**src/rtl/hazard_ctrl_if.sv**
```systemverilog
// Hazard controller bus: pipeline-side observations in, stall/flush/forward
// controls and performance counters out.
interface hazard_ctrl_if #(parameter int CNT_W = 32);
  logic [4:0]       rs1_d, rs2_d, rs1_e, rs2_e;
  logic [4:0]       rd_e, rd_m, rd_w;
  logic             load_e, reg_write_m, reg_write_w, pc_src_e;
  logic             mem_req_m, mem_ready;
  logic             stall_f, stall_d, stall_e, stall_m;
  logic             flush_d, flush_e, flush_w;
  logic [1:0]       fwd_a_e, fwd_b_e;
  logic             mem_err;
  logic [CNT_W-1:0] lu_stall_cnt, mem_stall_cnt, flush_cnt;

  modport master (
    output rs1_d, rs2_d, rs1_e, rs2_e, rd_e, rd_m, rd_w,
           load_e, reg_write_m, reg_write_w, pc_src_e, mem_req_m, mem_ready,
    input  stall_f, stall_d, stall_e, stall_m, flush_d, flush_e, flush_w,
           fwd_a_e, fwd_b_e, mem_err, lu_stall_cnt, mem_stall_cnt, flush_cnt
  );

  modport slave (
    input  rs1_d, rs2_d, rs1_e, rs2_e, rd_e, rd_m, rd_w,
           load_e, reg_write_m, reg_write_w, pc_src_e, mem_req_m, mem_ready,
    output stall_f, stall_d, stall_e, stall_m, flush_d, flush_e, flush_w,
           fwd_a_e, fwd_b_e, mem_err, lu_stall_cnt, mem_stall_cnt, flush_cnt
  );
endinterface

```
**src/rtl/hazard_ctrl.sv**
```systemverilog
// Five-stage pipeline hazard controller: forwarding, load-use bubbles, branch
// flushes and a memory-wait freeze FSM. Counters built under HAZARD_PERF_CNT_EN.
module hazard_ctrl #(
  parameter int MEM_TIMEOUT = 16,
  parameter int CNT_W       = 32
) (
  input  logic        clk,
  input  logic        rst,
  hazard_ctrl_if.slave hz
);

  typedef enum logic [1:0] {RUN, MWAIT, ERR} state_e;

  localparam logic [7:0] WAIT_LAST = 8'(MEM_TIMEOUT - 1);

  state_e     state_q, state_d;
  logic [7:0] wcnt_q, wcnt_d;
  logic       mem_err_q, mem_err_d;
  logic       lu, frz;
  logic       stall_f, stall_d, stall_e, stall_m;
  logic       flush_d, flush_e, flush_w;
  logic [1:0] fwd_a, fwd_b;

  // x0 is never forwarded; M is younger than W so it wins.
  function automatic logic [1:0] fwd_sel(input logic [4:0] rs, input logic [4:0] rdm,
                                         input logic wm, input logic [4:0] rdw,
                                         input logic ww);
    if (wm && rdm != 5'd0 && rdm == rs)      return 2'b10;
    else if (ww && rdw != 5'd0 && rdw == rs) return 2'b01;
    else                                     return 2'b00;
  endfunction

  always_comb begin
    lu  = hz.load_e && hz.rd_e != 5'd0 && (hz.rd_e == hz.rs1_d || hz.rd_e == hz.rs2_d);
    frz = (state_q == RUN   && hz.mem_req_m && !hz.mem_ready) ||
          (state_q == MWAIT && !hz.mem_ready) ||
          (state_q == ERR);
  end

  always_comb begin
    stall_f = 1'b0; stall_d = 1'b0; stall_e = 1'b0; stall_m = 1'b0;
    flush_d = 1'b0; flush_e = 1'b0; flush_w = 1'b0;
    fwd_a   = 2'b00; fwd_b  = 2'b00;
    if (!rst) begin
      fwd_a = fwd_sel(hz.rs1_e, hz.rd_m, hz.reg_write_m, hz.rd_w, hz.reg_write_w);
      fwd_b = fwd_sel(hz.rs2_e, hz.rd_m, hz.reg_write_m, hz.rd_w, hz.reg_write_w);
      // Freeze holds E and D, so a pending branch or load-use survives it.
      if (frz) begin
        stall_f = 1'b1; stall_d = 1'b1; stall_e = 1'b1; stall_m = 1'b1;
        flush_w = 1'b1;
      end else if (hz.pc_src_e) begin
        flush_d = 1'b1; flush_e = 1'b1;
      end else if (lu) begin
        stall_f = 1'b1; stall_d = 1'b1; flush_e = 1'b1;
      end
    end
  end

  always_comb begin
    state_d   = state_q;
    wcnt_d    = wcnt_q;
    case (state_q)
      RUN: if (hz.mem_req_m && !hz.mem_ready) begin
        state_d = MWAIT;
        wcnt_d  = 8'd1;
      end
      MWAIT: if (hz.mem_ready) begin
        state_d = RUN;
        wcnt_d  = 8'd0;
      end else if (wcnt_q == WAIT_LAST) begin
        state_d = ERR;
      end else begin
        wcnt_d  = wcnt_q + 8'd1;
      end
      default: state_d = ERR;
    endcase
    mem_err_d = mem_err_q || (state_d == ERR);
  end

  always_ff @(posedge clk) begin
    if (rst) begin
      state_q   <= RUN;
      wcnt_q    <= 8'd0;
      mem_err_q <= 1'b0;
    end else begin
      state_q   <= state_d;
      wcnt_q    <= wcnt_d;
      mem_err_q <= mem_err_d;
    end
  end

`ifdef HAZARD_PERF_CNT_EN
  logic [CNT_W-1:0] lu_cnt_q, lu_cnt_d, mem_cnt_q, mem_cnt_d, fl_cnt_q, fl_cnt_d;

  always_comb begin
    lu_cnt_d  = lu_cnt_q  + CNT_W'(lu && !frz && !hz.pc_src_e);
    mem_cnt_d = mem_cnt_q + CNT_W'(frz);
    fl_cnt_d  = fl_cnt_q  + CNT_W'(hz.pc_src_e && !frz);
  end

  always_ff @(posedge clk) begin
    if (rst) begin
      lu_cnt_q  <= '0;
      mem_cnt_q <= '0;
      fl_cnt_q  <= '0;
    end else begin
      lu_cnt_q  <= lu_cnt_d;
      mem_cnt_q <= mem_cnt_d;
      fl_cnt_q  <= fl_cnt_d;
    end
  end

  assign hz.lu_stall_cnt  = lu_cnt_q;
  assign hz.mem_stall_cnt = mem_cnt_q;
  assign hz.flush_cnt     = fl_cnt_q;
`else
  assign hz.lu_stall_cnt  = {CNT_W{1'b0}};
  assign hz.mem_stall_cnt = {CNT_W{1'b0}};
  assign hz.flush_cnt     = {CNT_W{1'b0}};
`endif

  assign hz.stall_f = stall_f;
  assign hz.stall_d = stall_d;
  assign hz.stall_e = stall_e;
  assign hz.stall_m = stall_m;
  assign hz.flush_d = flush_d;
  assign hz.flush_e = flush_e;
  assign hz.flush_w = flush_w;
  assign hz.fwd_a_e = fwd_a;
  assign hz.fwd_b_e = fwd_b;
  assign hz.mem_err = mem_err_q;

endmodule
```
**src/flat_wrapper.sv**
```systemverilog
// flat-port wrapper written by rule: the top's interface ports become plain ports
module hazard_ctrl_flat 
#(
  parameter int MEM_TIMEOUT = 16,
  parameter int CNT_W       = 32
)
  (clk, rst, hz_rs1_d, hz_rs2_d, hz_rs1_e, hz_rs2_e, hz_rd_e, hz_rd_m, hz_rd_w, hz_load_e, hz_reg_write_m, hz_reg_write_w, hz_pc_src_e, hz_mem_req_m, hz_mem_ready, hz_stall_f, hz_stall_d, hz_stall_e, hz_stall_m, hz_flush_d, hz_flush_e, hz_flush_w, hz_fwd_a_e, hz_fwd_b_e, hz_mem_err, hz_lu_stall_cnt, hz_mem_stall_cnt, hz_flush_cnt);
  hazard_ctrl_if #(.CNT_W(CNT_W)) hz_i ();
  input  logic clk;
  input  logic rst;
  input wire logic [$bits(hz_i.rs1_d)-1:0] hz_rs1_d;
  input wire logic [$bits(hz_i.rs2_d)-1:0] hz_rs2_d;
  input wire logic [$bits(hz_i.rs1_e)-1:0] hz_rs1_e;
  input wire logic [$bits(hz_i.rs2_e)-1:0] hz_rs2_e;
  input wire logic [$bits(hz_i.rd_e)-1:0] hz_rd_e;
  input wire logic [$bits(hz_i.rd_m)-1:0] hz_rd_m;
  input wire logic [$bits(hz_i.rd_w)-1:0] hz_rd_w;
  input wire logic [$bits(hz_i.load_e)-1:0] hz_load_e;
  input wire logic [$bits(hz_i.reg_write_m)-1:0] hz_reg_write_m;
  input wire logic [$bits(hz_i.reg_write_w)-1:0] hz_reg_write_w;
  input wire logic [$bits(hz_i.pc_src_e)-1:0] hz_pc_src_e;
  input wire logic [$bits(hz_i.mem_req_m)-1:0] hz_mem_req_m;
  input wire logic [$bits(hz_i.mem_ready)-1:0] hz_mem_ready;
  output wire logic [$bits(hz_i.stall_f)-1:0] hz_stall_f;
  output wire logic [$bits(hz_i.stall_d)-1:0] hz_stall_d;
  output wire logic [$bits(hz_i.stall_e)-1:0] hz_stall_e;
  output wire logic [$bits(hz_i.stall_m)-1:0] hz_stall_m;
  output wire logic [$bits(hz_i.flush_d)-1:0] hz_flush_d;
  output wire logic [$bits(hz_i.flush_e)-1:0] hz_flush_e;
  output wire logic [$bits(hz_i.flush_w)-1:0] hz_flush_w;
  output wire logic [$bits(hz_i.fwd_a_e)-1:0] hz_fwd_a_e;
  output wire logic [$bits(hz_i.fwd_b_e)-1:0] hz_fwd_b_e;
  output wire logic [$bits(hz_i.mem_err)-1:0] hz_mem_err;
  output wire logic [$bits(hz_i.lu_stall_cnt)-1:0] hz_lu_stall_cnt;
  output wire logic [$bits(hz_i.mem_stall_cnt)-1:0] hz_mem_stall_cnt;
  output wire logic [$bits(hz_i.flush_cnt)-1:0] hz_flush_cnt;
  assign hz_i.rs1_d = hz_rs1_d;
  assign hz_i.rs2_d = hz_rs2_d;
  assign hz_i.rs1_e = hz_rs1_e;
  assign hz_i.rs2_e = hz_rs2_e;
  assign hz_i.rd_e = hz_rd_e;
  assign hz_i.rd_m = hz_rd_m;
  assign hz_i.rd_w = hz_rd_w;
  assign hz_i.load_e = hz_load_e;
  assign hz_i.reg_write_m = hz_reg_write_m;
  assign hz_i.reg_write_w = hz_reg_write_w;
  assign hz_i.pc_src_e = hz_pc_src_e;
  assign hz_i.mem_req_m = hz_mem_req_m;
  assign hz_i.mem_ready = hz_mem_ready;
  assign hz_stall_f = hz_i.stall_f;
  assign hz_stall_d = hz_i.stall_d;
  assign hz_stall_e = hz_i.stall_e;
  assign hz_stall_m = hz_i.stall_m;
  assign hz_flush_d = hz_i.flush_d;
  assign hz_flush_e = hz_i.flush_e;
  assign hz_flush_w = hz_i.flush_w;
  assign hz_fwd_a_e = hz_i.fwd_a_e;
  assign hz_fwd_b_e = hz_i.fwd_b_e;
  assign hz_mem_err = hz_i.mem_err;
  assign hz_lu_stall_cnt = hz_i.lu_stall_cnt;
  assign hz_mem_stall_cnt = hz_i.mem_stall_cnt;
  assign hz_flush_cnt = hz_i.flush_cnt;
  hazard_ctrl #(.MEM_TIMEOUT(MEM_TIMEOUT), .CNT_W(CNT_W)) u_core (.clk(clk), .rst(rst), .hz(hz_i));
endmodule
```
**config.mk**
```make
export PLATFORM = sky130hd
export DESIGN_NAME = hazard_ctrl_flat
export DESIGN_NICKNAME = d
export VERILOG_FILES = /design/src/rtl/hazard_ctrl_if.sv /design/src/rtl/hazard_ctrl.sv /design/src/flat_wrapper.sv
export SDC_FILE = /design/constraint.sdc
export NUM_CORES = 1
export LEC_CHECK = 0
export ABC_AREA = 1
export CAP_MARGIN = 5
export CORE_ASPECT_RATIO = 1.25
export CORE_UTILIZATION = 38
export CTS_BUF_LIST = sky130_fd_sc_hd__clkbuf_4 sky130_fd_sc_hd__clkbuf_8
export CTS_CLUSTER_SIZE = 10
export DETAILED_ROUTE_END_ITERATION = 6
export PLACE_DENSITY = 0.9
export SLEW_MARGIN = 20
export SYNTH_ARGS = -nofsm -noshare
export SYNTH_HDL_FRONTEND = slang
export SYNTH_SLANG_ARGS = --single-unit
```
**constraint.sdc**
```tcl
create_clock -name clk -period 1.8 [get_ports clk]
set_input_delay 0.18 -clock clk [delete_from_list [all_inputs] [get_ports clk]]
set_output_delay 0.18 -clock clk [all_outputs]
set_load 0.01 [all_outputs]
```
==> impl_results.md, run 1 <==
* DR vias/cell at 4.13
* Max-cap violations at 0
* Root buffer cell: clkbuf_8
* # DRC at 0
* FMAX at 573 MHz
* Post-synthesis register bit count at 11
* Final nets at 416
* Starting density of the core at 40.3%
* Critical Path Slowest Stage Cell: dfxtp_2
* Initial antenna violation count at 0
* Share of synthesized registers carrying an async set or reset at 0%
* Final setup viols at 0
* Reg area at approximately 220 um^2
* Share of layout cells above drive strength 1 at 11.6%
* Area growth from synthesis to layout at 19.8%
* Slew Limit Fails at 0
* WL/cell at between 9 and 10 um
* Drt total wl at 3.97 mm
* Area leader, netlist: buf_4
* Clk sink count at 11
* Crit path largest cell delay at 330 ps
* Final period util at 97.0%
* Chip Width at 66.1 um
* Routability congestion estimate at ~0.87
* Port Buffers at 54
* Critical path capture point type: output pin
* Multi-input gate area at 0.00123 mm^2
* LEAKAGE at 0.00129 uW
* Vias in the first global route at 1502
* Reg2Reg Setup Slack at 390 ps
* Worst-Skew Late Latency at between 200 and 250 ps
* Post-route design area at around 0.0023 mm^2
* Synth warn at 0
* Setup CP Type: register to output pin
* Status: completed
* Most frequent cell after synthesis: buf_4
* CTS tree: done
* Pre-antenna DRT Iters at 6
* Total GRT Usage at approximately 14%
* Hold crit path type: input port to register
* Initial drt markers at between 50 and 60
* Most used DFF post-synth: dfxtp_1
* Hold Buf Count CTS at 0
* Synth Area per Inst at 6.40 um^2
* Peak VDD IR at 0.000186 V
* Filler instances at 499
* Core footprint at 0.00483 mm^2
* Commonest cells in the netlist: buf_4, nand2_1, inv_1
* Standard-cell rows at 28
* Seq/Total Area, Yosys at 11.3%
* TritonCTS Buffers at 3
* Arrival @ worst endpoint at 1570 ps
* Fin. Hold Viols at 0
* Inserted Diodes at 0
* Startpoint type of the worst setup path: register
* Req. time, crit path at 1620 ps
* CP Cell Sequence: inv_4, nand2_4, nor2_4, inv_2, nand3_2, nor2_4, buf_4, buf_4, nand3_1, nand2_1, clkdlybuf4s15_2
* Worst path bufs/invs at 5
* GRT overflow at 0
* Number of synthesized flops with an enable pin at 0
* Routed Antenna Nets at 0
* Clock Path Buffers at 2
* Netlist cell types at 24
* CP top delay family: buffers and inverters
* Hpwl dp at 3.34 mm
* Power per cell area at 396 mW/mm^2
* First-pass GRT wire length at roughly 6 mm
* Layout Skew at between 1 and 1.5 ps
* Worst-path clk slew at 50 ps
* IO Count at 151
* Largest net degree at the start of global routing at 9
* Die Footprint at 0.00543 mm^2
* Area after DPL at 0.00223 mm^2
* Setup_tns at 0 ps
* Die Y-Extent at 82.1 um
* H-tree depth at 1
* Ranking of synthesized cells by area: buf_4, nand2_1, dfxtp_1
* Synthesized instance count at ~310
* Synth top area share at 38.1%
* CP Max Fanout at 4
* DR vias at 1781
* Period minus WS final at 1750 ps
* Synth Cell Area at roughly 0.0020 mm^2
final timing paths:
path              cells after the start                            end                          start
setup / recovery                     11                     hz_flush_e   u_core.state_q[1]$_SDFF_PP0_
hold / removal                        4   u_core.state_q[0]$_SDFF_PP0_                   hz_mem_req_m
hold reg to reg                       1   u_core.hz.mem_err$_SDFF_PP0_   u_core.hz.mem_err$_SDFF_PP0_
setup reg to reg                      7  u_core.wcnt_q[1]$_SDFFE_PP0P_  u_core.wcnt_q[0]$_SDFFE_PP0P_
flip-flops by register name, indices dropped and copies added, names as in the netlist:
register and count:
u_core.wcnt_q 8, u_core.state_q 2, u_core.hz.mem_err 1
through the flow:
stage / worst slack [ps] / hold slack (ps) / cells / total power, uW / util, %
after CTS: 21.9 / 474 / 428 / 915 / 47.4
after global routing: -29.9 / 451 / 431 / 979 / 48.3
after global placement: -269 / 442 / 422 / 637 / 46.2
after floorplan: 556 / 248 / 400 / 633 / -
final: 54.3 / 432 / 431 / 924 / 48.3
after detailed placement: -268 / 450 / 422 / 646 / 46.2
power breakdown:
group          switching, uW  total (uW)  internal (uW)
clock network            100         272            171
logic                    230         401            171
registers               3.43         251            248
cell families (layout without fill, tap and decap cells):
family	Yosys count	count (layout)	share of synthesized area, %
buffers and inverters	133	104	44.7
and+or+nand+nor	122	122	28.5
xor gates and xnor gates	21	21	9.43
AOI/OAI and AO/OA	16	16	5.26
DFF	11	11	11.3
adders and majority gates	1	1	0.641
other	1	96	0.192
area by class of cell:
| cell class | instances | share of cell area (%) |
|---|---|---|
| clock buffer | 4 | 2.09 |
| sequential | 11 | 9.53 |
| inverter | 33 | 5.41 |
| timing repair buffer | 67 | 27.0 |
| tap | 60 | 3.21 |
| multi-input combinational | 256 | 52.8 |
routing by layer:
layer	GRT usage [%]	vias to the layer above	routed length (um)
li1	-	877	-
met1	12.6	772	1250
met2	30.9	121	2230
met3	1.65	11	382
met4	5.74	0	99
met5	0	-	0
worst reg2reg max path: cells and delay by family, from the launching register on:
family	cells	cell delay (ps)
DFF	1	370
AOI/OAI and AO/OA	1	120
and+or+nand+nor	5	620
adders and majority gates	1	250
layout by cell type, fill, tap and decap left out, types with 2 or more instances in the layout:
master	n
a21oi_1	8
dfxtp_2	2
o21bai_1	2
nor3_1	2
dlygate4sd2_1	7
nand2_1	60
clkdlybuf4s15_1	2
clkbuf_2	3
nand3_1	14
nand4_1	8
nor2_1	25
a21oi_2	4
dfxtp_1	9
nand2_2	2
conb_1	96
buf_4	13
nand2_4	4
dlymetal6s2s_1	6
inv_1	30
nand3_2	2
xnor2_1	20
inv_2	2
nor2_4	3
clkbuf_8	3
clkdlybuf4s50_1	35
repair_timing:
item | CTS | global route
setup endpoints to repair | 11 | 7
gates resized for setup | 18 | 20
pin swaps | 1 | 4
buffers inserted | 2 | 3
Note: power is estimated with default switching activity, not from simulation.
==> run 2, diff against run 1 <==
--- a/config.mk
+++ b/config.mk
@@ -12,8 +12,8 @@
 export CTS_BUF_LIST = sky130_fd_sc_hd__clkbuf_4 sky130_fd_sc_hd__clkbuf_8
 export CTS_CLUSTER_SIZE = 10
 export DETAILED_ROUTE_END_ITERATION = 6
+export MAX_ROUTING_LAYER = met4
 export PLACE_DENSITY = 0.9
-export SLEW_MARGIN = 20
 export SYNTH_ARGS = -nofsm -noshare
 export SYNTH_HDL_FRONTEND = slang
 export SYNTH_SLANG_ARGS = --single-unit
==> run 2 against run 1 <==
Against the previous run:
- clock skew hardly changed
- combinational power is 4% lower
- sequential cell count stayed put
- critical path depth is 4 lower
- worst hold slack better by 36 ps
- design area is 3.2% lower
- die area stayed put
- global-route usage is 0.22 points higher
- sequential share of layout area is 0.20 points higher
- first-iteration DRC count is 54% higher
- total power is 2.5% lower
- utilization is 1.5 points lower
- largest power group unchanged
==> impl_results.md, run 2 (synthesis results as in run 1) <==
* Period minus WS final at 1710 ps
* Peak VDD IR at 0.000218 V
* Clock Path Buffers at 2
* Initial drt markers at 80
* Fin Hold WS at 468 ps
* Most frequent cells in the layout: conb_1, nand2_1, clkdlybuf4s50_1
* Standard-cell rows at 28
* Root buffer cell: clkbuf_8
* Inserted Diodes at 0
* CP Cell Sequence: clkdlybuf4s50_1, xnor2_1, nand2_1, nor2_1, nand3_1, a21oi_1, dlygate4sd2_1
* Routed Antenna Nets at 0
* Core footprint at 0.00483 mm^2
* First-pass GRT wire length at ~6.0 mm
* Hpwl dp at roughly 3.3 mm
* Dpl cells at 421
* Status: completed
* Share of layout cells above drive strength 1 at 9.32%
* Arrival @ worst endpoint at 1530 ps
* Commonest non-fill, non-tap cell in the layout: conb_1
* Net Sw Frac at between 30% and 40%
* WL/cell at 9.32 um
* Layout Skew at around 0.73 ps
* Max-cap violations at 0
* Fin. Hold Viols at 0
* Filler instances at 520
* Die Y-Extent at approximately 82 um
* Startpoint type of the worst setup path: input port
* Hold crit path type: register to register
* Starting density of the core at 40.3%
* Max reg flops at 8
* Drt total wl at 3.96 mm
* Post-Place Worst Slack at -264 ps
* Critical path capture point type: output pin
* Req. time, crit path at approximately 1600 ps
* P_int at 577 uW
* Clock power frac at 29.4%
* Chip Width at 66.1 um
* Routability congestion estimate at 0.900
* Die Footprint at 0.00543 mm^2
* Port Buffers at 54
* Worst-case reg-to-reg path depth at 7
* CP Max Fanout at 3
* Largest net degree at the start of global routing at 9
* Hold Crit Depth at 1
* Reg with most FFs: u_core.wcnt_q
* # DRC at 0
* Area after DPL at 0.00223 mm^2
* Post-route design area at between 0.002 and 0.0025 mm^2
* Crit path largest cell delay at 550 ps
* Critical Path Slowest Stage Cell: clkdlybuf4s50_1
* Final setup viols at 0
* Vias in the first global route at 1488
* FMAX at just under 600 MHz
* Setup CP Type: input port to output pin
* Pre-antenna DRT Iters at 4
* Area growth from synthesis to layout at 16.0%
* Slew Limit Fails at 0
* Comb power frac at a little over two fifths
* H-tree depth at 1
* TritonCTS Buffers at 3
* Power per cell area at 398 mW/mm^2
* GRT overflow at 0
* Flop pwr share at 27.9%
* LEAKAGE at between 0.001 and 0.0015 uW
* Worst-Skew Late Latency at 240 ps
* CTS tree: done
* Final Total Pwr at 901 uW
* Total GRT Usage at 14.4%
* Slack of the critical path at 88.2 ps
* Net Switching at 324 uW
* Clk sink count at 11
* DR vias at 1766
* Layout Cells excl Fill at 425
* Final nets at 410
* DR vias/cell at 4.16
* Initial antenna violation count at 0
* Worst-path clk slew at 50 ps
* Final period util at a little over nine tenths
* IO Count at 151
[run 2: changes by cell type in the layout (fill, tap and decap cells not counted), moves of 2 or more]
cell	before	now
buf_4	13	7
clkdlybuf4s15_1	2	0
clkdlybuf4s50_1	35	38
dfxtp_1	9	11
dfxtp_2	2	0
dlygate4sd2_1	7	9
dlymetal6s2s_1	6	3
nor2_2	1	3
[run 2: path summary, 6_finish.rpt]
check,from,to,slack (ps)
setup / recovery,hz_rd_w[1],hz_fwd_b_e[0],90
hold / removal,u_core.hz.mem_err$_SDFF_PP0_,u_core.hz.mem_err$_SDFF_PP0_,470
setup reg to reg,u_core.wcnt_q[0]$_SDFFE_PP0P_,u_core.wcnt_q[5]$_SDFFE_PP0P_,420
hold reg to reg,u_core.hz.mem_err$_SDFF_PP0_,u_core.hz.mem_err$_SDFF_PP0_,470
[run 2: through the flow]
stage | TNS, ps | util, %
finish | 0 | 46.8
global route | -2.79 | 46.8
CTS | 0 | 46.8
detailed placement | -1940 | 46.1
global placement | -1850 | 46.1
floorplan | 0 | -
[run 2: per-layer routing]
layer	vias to the layer above	global-route usage (%)	part of all wire [%]
li1	864	-	-
met5	-	-	0
met1	771	12.5	32
met4	0	8.30	3.1
met2	120	29.3	56
met3	11	1.51	8.8
[run 2: critical path: cells and delay by family]
kind | cells | cell delay (ps)
XOR/XNOR | 1 | 140
buffers and inverters | 2 | 840
AO/OA/AOI/OAI | 1 | 130
AND/OR/NAND/NOR | 3 | 240
[run 2: power groups by stage]
stage	Clock [uW]	Sequential, uW	Combinational, uW
after floorplan	0	255	378
after CTS	270	251	381
final	265	251	385
after detailed placement	0	256	386
after global routing	276	251	425
after global placement	0	255	379
[run 2: repair_timing]
item	4_1_cts	5_1_grt
buffers inserted	0	0
endpoints found under the setup margin	11	8
gates resized for setup	15	13
hold buffers	0	0
pin swaps	1	3
[run 2: cell type report]
type	count	area, um^2	area share [%]
timing repair buffer	61	569	25.2
sequential	11	220	9.73
inverter	33	124	5.48
clock buffer	4	48.8	2.16
tap	60	75.1	3.32
multi-input combinational	256	1220	54.1
==> run 3, diff against run 2 <==
--- a/config.mk
+++ b/config.mk
@@ -8,12 +8,14 @@
 export ABC_AREA = 1
 export CAP_MARGIN = 5
 export CORE_ASPECT_RATIO = 1.25
+export CORE_MARGIN = 2
 export CORE_UTILIZATION = 38
 export CTS_BUF_LIST = sky130_fd_sc_hd__clkbuf_4 sky130_fd_sc_hd__clkbuf_8
 export CTS_CLUSTER_SIZE = 10
 export DETAILED_ROUTE_END_ITERATION = 6
 export MAX_ROUTING_LAYER = met4
 export PLACE_DENSITY = 0.9
+export SLEW_MARGIN = 20
 export SYNTH_ARGS = -nofsm -noshare
 export SYNTH_HDL_FRONTEND = slang
 export SYNTH_SLANG_ARGS = --single-unit
==> run 3 against run 2 <==
Against the previous run:
- sequential share of layout area fell by 0.12 points
- via count increased by 0.91%
- worst hold slack better by 4.3 ps
- count of clock-buffer cells in the layout unchanged
- clock power grew 2%
- total power rose by 1.5%
- critical path depth is the same
- combinational power grew 2%
- non-clock buffer count grew 3
- die area rose by 5.5%
- clock skew is essentially flat
- utilization fell by 1.0 points
- critical path type unchanged
- highest routed layer unchanged
==> impl_results.md, run 3 (synthesis results as in run 1) <==
* Final setup viols at 0
* Final period util at 92.0%
* Standard-cell rows at 29
* Setup_tns at 0 ps
* Pre-antenna DRT Iters at 4
* WL met3 at about 430 um
* Area after DPL at 0.00225 mm^2
* Die Footprint at 0.00573 mm^2
* Top sig layer: met4
* Starting density of the core at 39.0%
* Peak VDD IR at between 0.0002 and 0.00025 V
* Worst-case reg-to-reg path depth at 7
* RR Endpoint: u_core.wcnt_q[1]$_SDFFE_PP0P_
* CP dominant cell by count: nand2_1
* Total GRT Usage at 13.9%
* Vias in the first global route at approximately 1500
* Most frequent cells in the layout: conb_1, nand2_1, clkdlybuf4s50_1
* Inserted Diodes at 0
* Layout Skew at 0.858 ps
* Final Total Pwr at 914 uW
* Critical Path Slowest Stage Cell: clkdlybuf4s50_1
* CP Max Fanout at 2
* Initial antenna violation count at 0
* Die Y-Extent at 84.1 um
* Worst-Skew Late Latency at 240 ps
* DR vias/cell at 4.14
* First-pass GRT wire length at 6.11 mm
* Final nets at between 400 and 500
* Hold Crit Endpoint: u_core.hz.mem_err$_SDFF_PP0_
* TritonCTS Buffers at 3
* GRT overflow at 0
* Layout Cells excl Fill at 430
* Arrival @ worst endpoint at 1480 ps
* Hold crit path type: register to register
* Setup CP Type: input port to output pin
* H-tree depth at 1
* Core footprint at between 0.005 and 0.006 mm^2
* Crit path largest cell delay at 520 ps
* CTS tree: done
* Startpoint type of the worst setup path: input port
* Met1 WL at ~1.3 mm
* # DRC at 0
* Max-cap violations at 0
* Layout Utilization at 45.8%
* Status: completed
* FMAX at 604 MHz
* Dpl cells at 426
* Fin. Hold Viols at 0
* Initial drt markers at 50
* Post-route design area at 0.00229 mm^2
* Largest net degree at the start of global routing at 9
* Routed Antenna Nets at 0
* Commonest non-fill, non-tap cell in the layout: conb_1
* Worst path bufs/invs at 2
* Setup repair after global routing missed its margin: no
* Power per cell area at 399 mW/mm^2
* DR vias at 1782
* Area growth from synthesis to layout at 17.4%
* Clock Path Buffers at 2
* CP Cell Sequence: clkdlybuf4s50_1, xnor2_1, nand2_1, nor2_2, nand2_1, nor2_1, clkdlybuf4s15_1
* LEAKAGE at around 0.0013 uW
* Clk sink count at 11
* Period minus WS final at 1660 ps
* Met2 wire length at 2.19 mm
* Routability congestion estimate at slightly below 0.9
* Reg with most FFs: u_core.wcnt_q
* Hold Crit Depth at 1
* Chip Width at just under 70 um
* Port Buffers at 54
* Hold Buf Count CTS at 0
* WL/cell at 9.40 um
* IO Count at 151
* Worst reg2reg path startpoint: u_core.wcnt_q[0]$_SDFFE_PP0P_
* Req. time, crit path at 1620 ps
* Max reg flops at 8
* Drt total wl at 4.04 mm
* Root buffer cell: clkbuf_8
* Reg2Reg Setup Slack at 410 ps
* Share of layout cells above drive strength 1 at approximately a tenth
* Post-CTS Setup Bufs at 0
* Worst-path clk slew at 50 ps
* Slew Limit Fails at 0
* Critical path capture point type: output pin
* Hpwl dp at around 3.4 mm
* Worst Hold Launch: u_core.hz.mem_err$_SDFF_PP0_
* CP top delay family: buffers and inverters
==> run 3: cell types whose count changed in the layout (fill, tap and decap cells not counted), sizes merged <==
cell,previous run,this run
dlygate4sd2,9,6
clkdlybuf4s15,0,1
clkdlybuf4s50,38,36
buf,7,10
clkbuf,8,10
dlymetal6s2s,3,5
==> run 3: metrics by stage <==
| step | hold slack (ps) | setup WS (ps) |
|---|---|---|
| 2_1_floorplan | 248 | 556 |
| 3_3_place_gp | 439 | -241 |
| 3_5_place_dp | 456 | -281 |
| 4_1_cts | 480 | 17.6 |
| 5_1_grt | 522 | 6.26 |
| 6_report | 473 | 144 |
==> run 3: how the worst max path moves through the flow <==
| stage | to | slack [ps] | cells past startpoint | from |
|---|---|---|---|---|
| 2_1_floorplan | hz_stall_f | 560 | 8 | u_core.state_q[1]$_SDFF_PP0_ |
| 3_3_place_gp | hz_stall_d | -240 | 10 | hz_rd_e[4] |
| 3_5_place_dp | hz_stall_d | -280 | 10 | hz_rd_e[4] |
| 4_1_cts | hz_stall_d | 20 | 10 | hz_rd_e[0] |
| 5_1_grt | hz_fwd_a_e[1] | 6 | 7 | hz_rs1_e[3] |
| 6_report | hz_fwd_a_e[1] | 140 | 7 | hz_rs1_e[3] |
==> run 3: repair_timing <==
action	CTS	global route
endpoints found under the setup margin	11	8
gates resized for setup	14	21
pin swaps	1	4
==> run 3: metal layers <==
metal	vias to the layer above	track usage [%]
li1	873	-
met4	0	6.00
met3	9	1.89
met2	129	26.8
met1	771	12.7
met5	-	-
==> run 3: area by class of cell <==
type / instances / area, um^2
Timing Repair Buffer: 64 / 591
Clock buffer: 4 / 48.8
Tap cell: 62 / 77.6
Multi-Input combinational cell: 256 / 1230
Inverter: 33 / 124
Sequential cell: 11 / 220
Fill cell: 526 / 2720
==> run 3: report_power, final <==
group | total (uW) | internal [uW] | switching, uW
sequential | 251 | 248 | 3.40
combinational | 394 | 164 | 230
clock | 270 | 171 | 98.8
total | 914 | 582 | 332
==> run 3: worst reg2reg max path, stage by stage (launching register included) <==
cell     delay (ps)
dfxtp_1         360
ha_1            240
nand3_2         160
nor2_4          170
nand2_4          90
nand2_4         100
nand2_1          70
a21oi_2         130
